[src/rtl/bch31_chien_locator_if.sv]
// bch31_chien_locator_if: syndrome-in / error-mask-out handshake bundle.
// Revision 1.0
`default_nettype none
`timescale 1ns/1ps

interface bch31_chien_locator_if;
  logic        in_valid;
  logic        in_ready;
  logic [4:0]  S1;
  logic [4:0]  S2;
  logic [4:0]  S3;
  logic [4:0]  S4;
  logic        out_valid;
  logic        out_ready;
  logic [30:0] err_mask;
  logic [1:0]  err_count;
  logic        uncorrectable;

  modport master (
    output in_valid, S1, S2, S3, S4, out_ready,
    input  in_ready, out_valid, err_mask, err_count, uncorrectable
  );

  modport slave (
    input  in_valid, S1, S2, S3, S4, out_ready,
    output in_ready, out_valid, err_mask, err_count, uncorrectable
  );
endinterface

`default_nettype wire

[src/rtl/bch31_chien_locator.sv]
// bch31_chien_locator: BCH(31,21) t=2 Peterson solve + 31-step Chien search.
// Revision 1.0
`default_nettype none
`timescale 1ns/1ps

module bch31_chien_locator #(
  parameter logic [5:0] PRIM_POLY = 6'b100101,
  parameter int         N         = 31
) (
  input  wire logic               clk,
  input  wire logic               rst_n,
  bch31_chien_locator_if.slave    bus
);

  function automatic logic [4:0] gf_mul(input logic [4:0] a, input logic [4:0] b);
    logic [4:0] acc;
    logic [4:0] x;
    acc = '0;
    x   = a;
    for (int i = 0; i < 5; i++) begin
      if (b[i]) acc = acc ^ x;
      x = {x[3:0], 1'b0} ^ (x[4] ? PRIM_POLY[4:0] : 5'd0);
    end
    return acc;
  endfunction

  // a^-1 = a^30 = a^2 * a^4 * a^8 * a^16; yields 0 for a == 0.
  function automatic logic [4:0] gf_inv(input logic [4:0] a);
    logic [4:0] a2, a4, a8, a16;
    a2  = gf_mul(a, a);
    a4  = gf_mul(a2, a2);
    a8  = gf_mul(a4, a4);
    a16 = gf_mul(a8, a8);
    return gf_mul(gf_mul(a2, a4), gf_mul(a8, a16));
  endfunction

  localparam logic [4:0] c_alpha_m1 = gf_inv(5'b00010);
  localparam logic [4:0] c_alpha_m2 = gf_mul(c_alpha_m1, c_alpha_m1);
  localparam logic [4:0] c_last_j   = 5'(N - 1);

  typedef enum logic [1:0] {
    ST_IDLE   = 2'd0,
    ST_SOLVE  = 2'd1,
    ST_SEARCH = 2'd2,
    ST_DONE   = 2'd3
  } state_t;

  state_t      r_state;
  state_t      w_next_state;

  logic [4:0]  r_s1, r_s2, r_s3, r_s4;
  logic [4:0]  r_r1, r_r2;
  logic [4:0]  r_j;
  logic [1:0]  r_cnt;
  logic [1:0]  r_expected;
  logic        r_fail;
  logic [30:0] r_mask;
  logic        r_out_valid;
  logic [30:0] r_err_mask;
  logic [1:0]  r_err_count;
  logic        r_unc;

  logic        w_in_ready;
  logic [4:0]  w_s1_sq, w_s2_sq;
  logic        w_syn_bad;
  logic [4:0]  w_sigma1, w_sigma2, w_sigma2_raw;
  logic [1:0]  w_expected;
  logic        w_fail;
  logic        w_root;
  logic        w_unc;

  assign bus.in_ready      = w_in_ready;
  assign bus.out_valid     = r_out_valid;
  assign bus.err_mask      = r_err_mask;
  assign bus.err_count     = r_err_count;
  assign bus.uncorrectable = r_unc;

  always_ff @(posedge clk or negedge rst_n) begin
    if (!rst_n) r_state <= ST_IDLE;
    else        r_state <= w_next_state;
  end

  always_comb begin
    w_next_state = r_state;
    w_in_ready   = 1'b0;
    case (r_state)
      ST_IDLE: begin
        w_in_ready = 1'b1;
        if (bus.in_valid) w_next_state = ST_SOLVE;
      end
      ST_SOLVE:  w_next_state = ST_SEARCH;
      ST_SEARCH: if (r_j == c_last_j) w_next_state = ST_DONE;
      ST_DONE:   if (r_out_valid && bus.out_ready) w_next_state = ST_IDLE;
      default:   w_next_state = ST_IDLE;
    endcase
  end

  // Peterson direct solution for t=2 on the captured syndromes.
  always_comb begin
    w_s1_sq      = gf_mul(r_s1, r_s1);
    w_s2_sq      = gf_mul(r_s2, r_s2);
    w_syn_bad    = (r_s2 != w_s1_sq) || (r_s4 != w_s2_sq);
    w_sigma2_raw = gf_mul(r_s3, gf_inv(r_s1)) ^ w_s1_sq;
    w_sigma1     = '0;
    w_sigma2     = '0;
    w_expected   = 2'd0;
    w_fail       = (r_s3 != 5'd0) || w_syn_bad;
    if (r_s1 != 5'd0) begin
      w_sigma1   = r_s1;
      w_sigma2   = w_sigma2_raw;
      w_expected = (w_sigma2_raw == 5'd0) ? 2'd1 : 2'd2;
      w_fail     = w_syn_bad;
    end
  end

  assign w_root = ((5'd1 ^ r_r1 ^ r_r2) == 5'd0);
  assign w_unc  = r_fail || (r_cnt != r_expected);

  always_ff @(posedge clk or negedge rst_n) begin
    if (!rst_n) begin
      r_s1        <= '0;
      r_s2        <= '0;
      r_s3        <= '0;
      r_s4        <= '0;
      r_r1        <= '0;
      r_r2        <= '0;
      r_j         <= '0;
      r_cnt       <= '0;
      r_expected  <= '0;
      r_fail      <= 1'b0;
      r_mask      <= '0;
      r_out_valid <= 1'b0;
      r_err_mask  <= '0;
      r_err_count <= '0;
      r_unc       <= 1'b0;
    end else begin
      case (r_state)
        ST_IDLE: begin
          if (bus.in_valid) begin
            r_s1 <= bus.S1;
            r_s2 <= bus.S2;
            r_s3 <= bus.S3;
            r_s4 <= bus.S4;
          end
        end
        ST_SOLVE: begin
          r_r1       <= w_sigma1;
          r_r2       <= w_sigma2;
          r_j        <= '0;
          r_cnt      <= '0;
          r_mask     <= '0;
          r_expected <= w_expected;
          r_fail     <= w_fail;
        end
        ST_SEARCH: begin
          // r1/r2 track sigma1*alpha^-j and sigma2*alpha^-2j.
          if (w_root) begin
            r_mask <= r_mask | (31'd1 << r_j);
            if (r_cnt != 2'd3) r_cnt <= r_cnt + 2'd1;
          end
          r_r1 <= gf_mul(r_r1, c_alpha_m1);
          r_r2 <= gf_mul(r_r2, c_alpha_m2);
          r_j  <= r_j + 5'd1;
        end
        ST_DONE: begin
          if (!r_out_valid) begin
            r_out_valid <= 1'b1;
            r_unc       <= w_unc;
            r_err_mask  <= w_unc ? 31'd0 : r_mask;
            r_err_count <= w_unc ? 2'd0 : r_cnt;
          end else if (bus.out_ready) begin
            r_out_valid <= 1'b0;
          end
        end
        default: ;
      endcase
    end
  end

endmodule

`default_nettype wire

[src/flat_wrapper.sv]
// flat-port wrapper written by rule: the top's interface ports become plain ports
module bch31_chien_locator_flat 
#(
  parameter logic [5:0] PRIM_POLY = 6'b100101,
  parameter int         N         = 31
)
  (clk, rst_n, bus_in_valid, bus_S1, bus_S2, bus_S3, bus_S4, bus_out_ready, bus_in_ready, bus_out_valid, bus_err_mask, bus_err_count, bus_uncorrectable);
  bch31_chien_locator_if bus_i ();
  input  wire logic clk;
  input  wire logic rst_n;
  input wire logic [$bits(bus_i.in_valid)-1:0] bus_in_valid;
  input wire logic [$bits(bus_i.S1)-1:0] bus_S1;
  input wire logic [$bits(bus_i.S2)-1:0] bus_S2;
  input wire logic [$bits(bus_i.S3)-1:0] bus_S3;
  input wire logic [$bits(bus_i.S4)-1:0] bus_S4;
  input wire logic [$bits(bus_i.out_ready)-1:0] bus_out_ready;
  output wire logic [$bits(bus_i.in_ready)-1:0] bus_in_ready;
  output wire logic [$bits(bus_i.out_valid)-1:0] bus_out_valid;
  output wire logic [$bits(bus_i.err_mask)-1:0] bus_err_mask;
  output wire logic [$bits(bus_i.err_count)-1:0] bus_err_count;
  output wire logic [$bits(bus_i.uncorrectable)-1:0] bus_uncorrectable;
  assign bus_i.in_valid = bus_in_valid;
  assign bus_i.S1 = bus_S1;
  assign bus_i.S2 = bus_S2;
  assign bus_i.S3 = bus_S3;
  assign bus_i.S4 = bus_S4;
  assign bus_i.out_ready = bus_out_ready;
  assign bus_in_ready = bus_i.in_ready;
  assign bus_out_valid = bus_i.out_valid;
  assign bus_err_mask = bus_i.err_mask;
  assign bus_err_count = bus_i.err_count;
  assign bus_uncorrectable = bus_i.uncorrectable;
  bch31_chien_locator #(.PRIM_POLY(PRIM_POLY), .N(N)) u_core (.clk(clk), .rst_n(rst_n), .bus(bus_i));
endmodule
[config.mk]
export PLATFORM = sky130hd
export DESIGN_NAME = bch31_chien_locator_flat
export DESIGN_NICKNAME = d
export VERILOG_FILES = /design/src/rtl/bch31_chien_locator_if.sv /design/src/rtl/bch31_chien_locator.sv /design/src/flat_wrapper.sv
export SDC_FILE = /design/constraint.sdc
export NUM_CORES = 1
export LEC_CHECK = 0
export ABC_AREA = 0
export BUFFER_PORTS_ARGS = -buffer_cell sky130_fd_sc_hd__buf_4
export CAP_MARGIN = 40
export CORE_ASPECT_RATIO = 1.75
export CORE_UTILIZATION = 45
export CTS_CLUSTER_SIZE = 8
export DETAILED_ROUTE_END_ITERATION = 8
export HOLD_SLACK_MARGIN = 0.08
export PLACE_DENSITY_LB_ADDON = 0.08
export RECOVER_POWER = 100
export SYNTH_ARGS = -nofsm -noshare
export SYNTH_HDL_FRONTEND = slang
export SYNTH_SLANG_ARGS = --single-unit
export TNS_END_PERCENT = 20
[constraint.sdc]
create_clock -name clk -period 9.7 [get_ports clk]
set_input_delay 1.94 -clock clk [delete_from_list [all_inputs] [get_ports clk]]
set_output_delay 1.94 -clock clk [all_outputs]
set_load 0.02 [all_outputs]
# After elaboration in Yosys (flattened, before gate mapping)
# Cells that the tools add are included.
[totals]
latch_bits = 0
word_cells = 229
input_bits = 24
out_inout_bits = 36
mem_bits_ro = 0
n_memories = 0
ram_bits = 0
reg_bits = 108
[classes]
n_mux = 104
bitwise_logic = 78
n_reduce_logical = 15
n_eq_ne = 13
shift = 1
div = 0
n_addsub = 2
order_cmp = 0
n_mul = 0
[ops]
columns = ["op", "n"]
rows = [
  ["$xor 5x5->5", 74],
  ["$mux 5", 49],
  ["$mux 3", 35],
  ["$mux 31", 2],
  ["$pmux 31 s2", 1],
  ["$or 31x31->31", 1],
  ["$shl 1x5->31 const A", 1],
  ["$pmux 5 s2", 3],
  ["$mux 2", 8],
  ["$logic_not 5->1", 2],
  ["$ne 5x5->1", 2],
  ["$reduce_bool 5->1", 2],
  ["$ne 2x1->1 const B", 4],
  ["$pmux 2 s4", 1],
  ["$reduce_and 2->1", 3],
  ["$reduce_and 3->1", 2],
  ["$add 5x1->5 const B", 1],
  ["$eq 5x5->1 const B", 1],
  ["$xor 5x3->5", 1],
  ["$eq 2x2->1 const B", 2],
  ["$mux 1", 4],
  ["$ne 2x2->1 const B", 2],
  ["$pmux 2 s2", 1],
  ["$logic_or 1x1->1", 3],
  ["other kinds (7)", 8],
]

# Logic depth before layout (Yosys ltp)
# Gate-level depths: netlist of run 1.
[depth]
depth_word = 71
depth_mapped = 44
mapped_depth_nobuf = 32

# Worst setup path before layout of run 1
# Ideal clock, no wire load.
[synth_path]
path_type = "register -> register"
from = "register u_core.r_s1[0]"
to = "register u_core.r_expected[0]"
setup_time_ps = 122
setup_slack_ps = -74
t_arrival_ps = 9652
path_stages_with_launch = 45
path_buffers = 12
required_ps = 9578
synth_period_minus_slack_ps = 9774
path_cell_list = "dfrtp_1 -> ha_1 -> buf_2 -> and2_0 -> clkbuf_1 -> xor2_2 -> inv_2 -> buf_6 -> clkbuf_1 -> clkbuf_1 -> ha_1 -> clkbuf_1 -> inv_2 -> xnor3_1 -> nor3_4 -> xnor2_2 -> inv_2 -> clkbuf_1 -> [9 not listed] -> inv_1 -> xnor3_1 -> buf_2 -> or4_1 -> nand4_1 -> xnor2_1 -> buf_2 -> or3_1 -> mux2i_1 -> nor3_1 -> or3_1 -> and2_1 -> buf_6 -> mux2i_1 -> nor4_1 -> xnor3_1 -> nor2b_1 -> a32o_1"
[synth_via]
elab_chain_cells = 69
word_cells_on_any_way = 113
cone_classes = "mux: 58; bitwise: 53; reduce/logical: 2"
[synth_rtl]
columns = ["item", "line_no", "text"]
rows = [
  ["start: declaration", "bch31_chien_locator.sv:51", "logic [4:0] r_s1, r_s2, r_s3, r_s4;"],
  ["start signal: assignment", "bch31_chien_locator.sv:140", "r_s1 <= bus.S1;"],
  ["$mux 5", "bch31_chien_locator.sv:21", "if (b[i]) acc = acc ^ x;"],
  ["$xor 5x5->5", "bch31_chien_locator.sv:21", ""],
  ["$mux 5", "bch31_chien_locator.sv:21", ""],
  ["$xor 5x5->5", "bch31_chien_locator.sv:21", ""],
  ["$mux 5", "bch31_chien_locator.sv:21", ""],
  ["$xor 5x5->5", "bch31_chien_locator.sv:21", ""],
  ["$mux 5", "bch31_chien_locator.sv:21", ""],
  ["$xor 5x5->5", "bch31_chien_locator.sv:21", ""],
  ["[53 not listed]", "n/a", ""],
  ["$xor 5x5->5", "bch31_chien_locator.sv:21", ""],
  ["$mux 5", "bch31_chien_locator.sv:21", ""],
  ["$xor 5x5->5", "bch31_chien_locator.sv:21", ""],
  ["$mux 5", "bch31_chien_locator.sv:21", ""],
  ["$xor 5x5->5", "bch31_chien_locator.sv:103", "w_sigma2_raw = gf_mul(r_s3, gf_inv(r_s1)) ^ w_s1_sq;"],
  ["$logic_not 5->1", "bch31_chien_locator.sv:111", "w_expected = (w_sigma2_raw == 5'd0) ? 2'd1 : 2'd2;"],
  ["$mux 2", "bch31_chien_locator.sv:111", ""],
  ["$mux 2 *", "bch31_chien_locator.sv:108", "if (r_s1 != 5'd0) begin"],
  ["end signal: assignment", "bch31_chien_locator.sv:152", "r_expected <= w_expected;"],
  ["end: declaration", "bch31_chien_locator.sv:55", "logic [1:0] r_expected;"],
]
# Every way passes the cells marked *; elsewhere a longest branch is shown, timed or not.
# A chain may end at the register's enable or synchronous reset.

# Final worst setup path of run 1
# Same ends and word-level chain as after synthesis.

==> metrics.cfg, run 1 <==
[run_status]
outcome=finished, violations left
violations=capacitance limit, slew limit

[timing]
relSlewSlack_pct=-97.6
period_share_pct=93.1
skew_ps=7.84
final-max-slew-violation-count=163
hold_viol_final=0
rsz0062_at_grt=no
tns_ps=0
setup_slack_ps=670
tightest_slew_ps=2960
finalSetupViolations=0
max_freq_mhz=111
fin_crit_ps=9030

[clocking]
clock_path_buffers=2
clk_pin_slew_ps=70
cts_tree=done
numCtsBuffers=9
cts.sinks=108
root_buffer=clkbuf_16
insertion_delay_ps=340
ctsHtreeMaxLevel=3

[setup_path]
r2r.worst_path.cells=32
cp_num_buf_inv=5
cp_common_cell=ha_1
worst_setup_path_start_kind=flop
timing.rr.end=u_core.r_expected[0]$_DFFE_PN0N_
r2r_slack_ps=670
required_ps=9980
cp_slowest_stage_delay_ps=660
critPathKind=flop to flop
slowest_stage=a2111oi_2
crit_fanout=16
crit_family=compound AO/OA/AOI/OAI gates
cp.arrival_ps=9310
r2r-start=u_core.r_s1[0]$_DFFE_PN0P_
cp-end-kind=flop

[yosys]
synthArstFlopShare_pct=100
syn-mean-instance-area_um2=8.72
synth_edf_count=0
seq_area_frac_synth_pct=30.0
ys.warnings.count=0
synth_nets=1078
synth_ff_type=dfrtp_1
synthCells=1034
synth_area_mm2=0.00902
ys_ff_latch=108
synth_cell_type_count=91

[layout]
fin_area_mm2=0.00987
antenna_cells=0
stdcell_count=1313
syn_to_final_growth_pct=9.45
layout-drive-gt1-share_pct=11.0
layout.nets=1107

[floorplanning]
dieArea_mm2=0.0206
core_mm2=0.0197
die_w_um=109
rows=68
io-pin-count=60
start_util_pct=45.9
dieHeight_um=189

[routing]
viasPerCell=6.21
drtPass1Iterations=5
drtAntennaViolNets=0
drc_errors=0
drt_wl_total_mm=27.5
wl_per_cell_um=21.0
drt_iter0_markers=656
vias=8158

[placement]
placed_cell_area_mm2=0.00976
hpwl_mm=21.0
dp_slack_ps=692
port_buffers=59
dp_cells=1297
gp_congestion=1.08

[global_route]
grt_overflow=0
grt_start_max_net_pins=58
grt_pass1_vias=8130
grt_pass1_wl_mm=43.4
grtUsageTotal_pct=27.4
antenna_found_initial=0

[flow_run]
drv_cap=4

[min_path]
min_to=u_core.bus.err_mask[6]$_DFFE_PN0P_
min_from=u_core.r_mask[6]$_DFFE_PN0P_
min_delay_path_depth=1
hold_class=flop to flop

flip-flops by register name, summed over array words and instances, names as in the netlist, 2 cells and up:
signal	flops
u_core.r_cnt	2
u_core.r_r2	5
u_core.r_s2	5
u_core.r_s3	5
u_core.r_s1	5
u_core.bus.err_mask	31
u_core.r_r1	5
u_core.r_state	2
u_core.r_expected	2
u_core.r_mask	31
u_core.r_s4	5
u_core.r_j	5
u_core.bus.err_count	2
layer usage:
metal | vias to the layer above | wire [um] | track usage [%]
met4 | 0 | 2250 | 21.5
met1 | 3899 | 9680 | 26.8
met3 | 115 | 907 | 3.10
met5 | - | 0 | 0
li1 | 3863 | - | -
met2 | 281 | 14700 | 50.6
cell families (layout without fill, tap and decap cells):
logic type / Yosys count / after routing / share of synthesized area, %
DFF: 108 / 108 / 30.0
buffers and inverters: 111 / 145 / 5.04
and+or+nand+nor: 325 / 325 / 17.6
xor gates and xnor gates: 112 / 112 / 14.7
muxes: 40 / 40 / 4.83
adders and majority gates: 22 / 22 / 3.00
AOI/OAI and AO/OA: 316 / 316 / 24.9
worst max-delay path by stage:
stage                               start                               end  slack [ps]  cells after the start
6_report       u_core.r_s1[0]$_DFFE_PN0P_  u_core.r_expected[0]$_DFFE_PN0N_         670                     32
5_1_grt        u_core.r_s1[0]$_DFFE_PN0P_  u_core.r_expected[0]$_DFFE_PN0N_          60                     33
4_1_cts        u_core.r_s1[0]$_DFFE_PN0P_  u_core.r_expected[0]$_DFFE_PN0N_         670                     32
3_5_place_dp   u_core.r_s1[0]$_DFFE_PN0P_  u_core.r_expected[0]$_DFFE_PN0N_         690                     32
3_3_place_gp   u_core.r_s1[0]$_DFFE_PN0P_  u_core.r_expected[0]$_DFFE_PN0N_         850                     31
2_1_floorplan  u_core.r_s1[0]$_DFFE_PN0P_  u_core.r_expected[0]$_DFFE_PN0N_          20                     44
repair_timing:
action,CTS,global route
hold buffers,0,0
gates resized for setup,0,1
setup buffers,0,0
endpoints found under the setup margin,0,1
endpoints found under the hold margin,0,0
worst reg2reg max path, delay by kind of cell (launching register included):
| kind | cells | cell delay, ps |
|---|---|---|
| AOI/OAI and AO/OA | 11 | 3100 |
| xor gates and xnor gates | 6 | 2000 |
| DFF | 1 | 470 |
| buffers and inverters | 5 | 550 |
| and+or+nand+nor | 6 | 1290 |
| adders and majority gates | 4 | 1530 |
cell usage in the layout, fill, tap and decap left out, drive strengths merged, types with 6 or more instances in the layout:
cell type / instances
dfrtp: 108
nor2: 84
nand2b: 11
xnor2: 69
a31oi: 23
o311ai: 6
buf: 48
nor2b: 10
a21oi: 81
a211o: 7
a211oi: 9
o32ai: 8
a22o: 36
o21ai: 53
o211ai: 16
nor4: 15
and2: 9
mux2i: 15
inv: 32
o22ai: 7
mux2: 25
a22oi: 6
or3: 6
ha: 20
nand3: 31
clkinv: 6
nand4: 10
nand2: 87
and3: 14
nor3: 27
clkbuf: 58
xnor3: 19
xor2: 23
cells in the mapped netlist, types with 4 or more instances:
master | count | share of area (%)
o2bb2ai_1 | 4 | 0.39
nor3_1 | 24 | 1.3
nand2b_1 | 11 | 0.76
a22o_1 | 36 | 3.5
xor2_1 | 21 | 2.0
buf_2 | 9 | 0.50
nor2_1 | 84 | 3.5
nand3b_1 | 4 | 0.33
or3_1 | 6 | 0.42
a211o_1 | 7 | 0.68
xnor3_1 | 18 | 4.5
inv_1 | 27 | 1.1
dfrtp_1 | 108 | 30
nand4_1 | 10 | 0.69
o21a_1 | 5 | 0.42
a311oi_1 | 4 | 0.39
o211a_1 | 5 | 0.55
clkbuf_1 | 58 | 2.4
o21ai_0 | 48 | 2.7
and2_1 | 8 | 0.55
xnor2_1 | 64 | 6.2
o211ai_1 | 16 | 1.3
a221oi_1 | 4 | 0.39
o32ai_1 | 8 | 0.78
a31oi_1 | 22 | 1.5
a211oi_1 | 7 | 0.58
inv_2 | 4 | 0.17
a21oi_1 | 81 | 4.5
mux2i_1 | 15 | 1.7
o31ai_1 | 4 | 0.33
a22oi_1 | 5 | 0.42
nand2_1 | 87 | 3.6
ha_1 | 20 | 2.8
mux2_2 | 24 | 3.0
buf_1 | 5 | 0.21
or4_1 | 5 | 0.42
nor4_1 | 14 | 0.97
xnor2_2 | 4 | 0.72
o21ai_1 | 4 | 0.22
nor2b_1 | 10 | 0.69
a311o_1 | 4 | 0.44
o22ai_1 | 7 | 0.49
and3_1 | 14 | 0.97
nand3_1 | 31 | 1.7
through the flow:
stage	utilization (%)	hold WS [ps]
floorplan	-	463
global placement	49.3	475
detailed placement	49.7	478
CTS	51.2	494
global route	50.2	512
finish	50.2	493
layout make-up:
cell class                      count  area, um2
Fill cell                        1934       9780
Inverter                           34        128
Multi-Input combinational cell    815       5880
Tap cell                          245        307
Clock inverter                      5       57.6
Timing Repair Buffer               95        541
Sequential cell                   108       2700
Clock buffer                       11        253
Power of run 1 is not shown: default switching activity piles up to over one toggle a cycle in this logic, so the estimate is an artifact.
==> run 2: changes to the inputs <==
- RECOVER_POWER: 100 -> 25
==> run 2 against run 1 <==
Hold slack better by 4.6 ps. The run still ends with capacitance limit, slew limit left. Critical path type unchanged. Via count is 0.60% higher. Die area unchanged. Global-route usage did not move. Clock-buffer cell count unchanged. Sequential share of layout area decreased by 0.53 points. Largest cell class unchanged. Core utilization grew 0.99 points.
==> metrics.cfg, run 2 (synthesis gave the netlist of run 1 again) <==
[global_route]
grt_start_max_net_pins=58
grtUsageTotal_pct=27.4
grt_pass1_vias=8130
antenna_found_initial=0
grt_pass1_wl_mm=43.4
grt_overflow=0

[placement]
hpwl_mm=21.0
dp_slack_ps=692
port_buffers=59
gp_congestion=1.08
dp_cells=1297

[clocking]
clk_pin_slew_ps=70
ctsHtreeMaxLevel=3
cts_hold_buf=0
post_cts_buffers=0
insertion_delay_ps=340
cts_tree=done
clock_path_buffers=2
numCtsBuffers=9
root_buffer=clkbuf_16
cts.sinks=108

[layout]
syn_to_final_growth_pct=11.6
fin_util_pct=51.2
stdcell_count=1313
mostFrequentLayoutCells=dfrtp_1 (108), buf_4 (89), nand2_1 (87), nor2_1 (84), a21oi_1 (81)
antenna_cells=0
layout_commonest_cell=dfrtp_1
layout-drive-gt1-share_pct=15.2
layout.nets=1107

[timing]
tightest_slew_ps=1750
max_freq_mhz=112
setup_slack_ps=750
fin_crit_ps=8950
final-max-slew-violation-count=105
relSlewSlack_pct=-16.8
hold_viol_final=0
tns_ps=0
period_share_pct=92.3
finalSetupViolations=0
rsz0062_at_grt=no
skew_ps=8.09

[floorplanning]
die_w_um=109
io-pin-count=60
dieArea_mm2=0.0206
start_util_pct=45.9
rows=68
dieHeight_um=189
core_mm2=0.0197

[setup_path]
cp-end-kind=flop
crit_fanout=16
worst_setup_path_start_kind=flop
cp_slowest_stage_delay_ps=690
slowest_stage=xnor2_1
critPathKind=flop to flop
required_ps=9930
cp.arrival_ps=9180
cp_common_cell=ha_1

[routing]
drtAntennaViolNets=0
wl_per_cell_um=21.0
drt_iter0_markers=711
drc_errors=0
viasPerCell=6.25
vias=8207
drtPass1Iterations=6
drt_wl_total_mm=27.5

[flow_run]
drv_cap=3

[min_path]
hold_class=flop to flop

[run_status]
violations=capacitance limit, slew limit
outcome=finished, violations left

==> run 2: worst max-delay path, delay by kind of cell (launching register included) <==
| kind | cells | cell delay (ps) |
|---|---|---|
| AOI/OAI and AO/OA | 5 | 1310 |
| DFF | 1 | 470 |
| adders and majority gates | 4 | 1390 |
| xor gates and xnor gates | 7 | 2530 |
| and+or+nand+nor | 9 | 2160 |
| buffers and inverters | 6 | 700 |
| muxes | 2 | 250 |
==> run 2: layout make-up <==
cell class / count / area (um2)
Fill cell: 1885 / 9590
Multi-Input combinational cell: 815 / 5890
Sequential cell: 108 / 2700
Timing Repair Buffer: 95 / 726
Tap cell: 245 / 307
Clock buffer: 11 / 253
Inverter: 34 / 128
Clock inverter: 5 / 57.6
==> run 2: per-layer routing <==
metal,vias to the layer above,global-route usage (%),routed length (um)
li1,3871,-,-
met1,3919,26.8,9550
met2,312,50.6,14800
met3,105,3.10,1000
met4,0,21.5,2190
met5,-,0,0
==> run 2: timing repair <==
action,CTS,global route
resized for setup,0,1
endpoints found under the hold margin,0,0
setup endpoints to repair,0,1
==> run 2: path summary, 6_finish.rpt <==
kind	from	to	slack [ps]	cells after the start
min in group asynchronous	rst_n	u_core.r_mask[30]$_DFFE_PN0P_	2060	1
worst min register to register	u_core.r_mask[20]$_DFFE_PN0P_	u_core.bus.err_mask[20]$_DFFE_PN0P_	500	1
worst max register to register	u_core.r_s1[0]$_DFFE_PN0P_	u_core.r_expected[0]$_DFFE_PN0N_	750	33
max in group asynchronous	rst_n	u_core.bus.uncorrectable$_DFFE_PN0P_	6200	3
worst max-delay path	u_core.r_s1[0]$_DFFE_PN0P_	u_core.r_expected[0]$_DFFE_PN0N_	750	33
worst min-delay path	u_core.r_mask[20]$_DFFE_PN0P_	u_core.bus.err_mask[20]$_DFFE_PN0P_	500	1
==> run 2: metrics by stage <==
step / area (um2) / hold slack, ps
after floorplan: 9030 / 463
after global placement: 9700 / 475
after detailed placement: 9760 / 478
after CTS: 10100 / 494
after global routing: 10100 / 512
final: 10100 / 497
Power of run 2 is left out for the same reason.
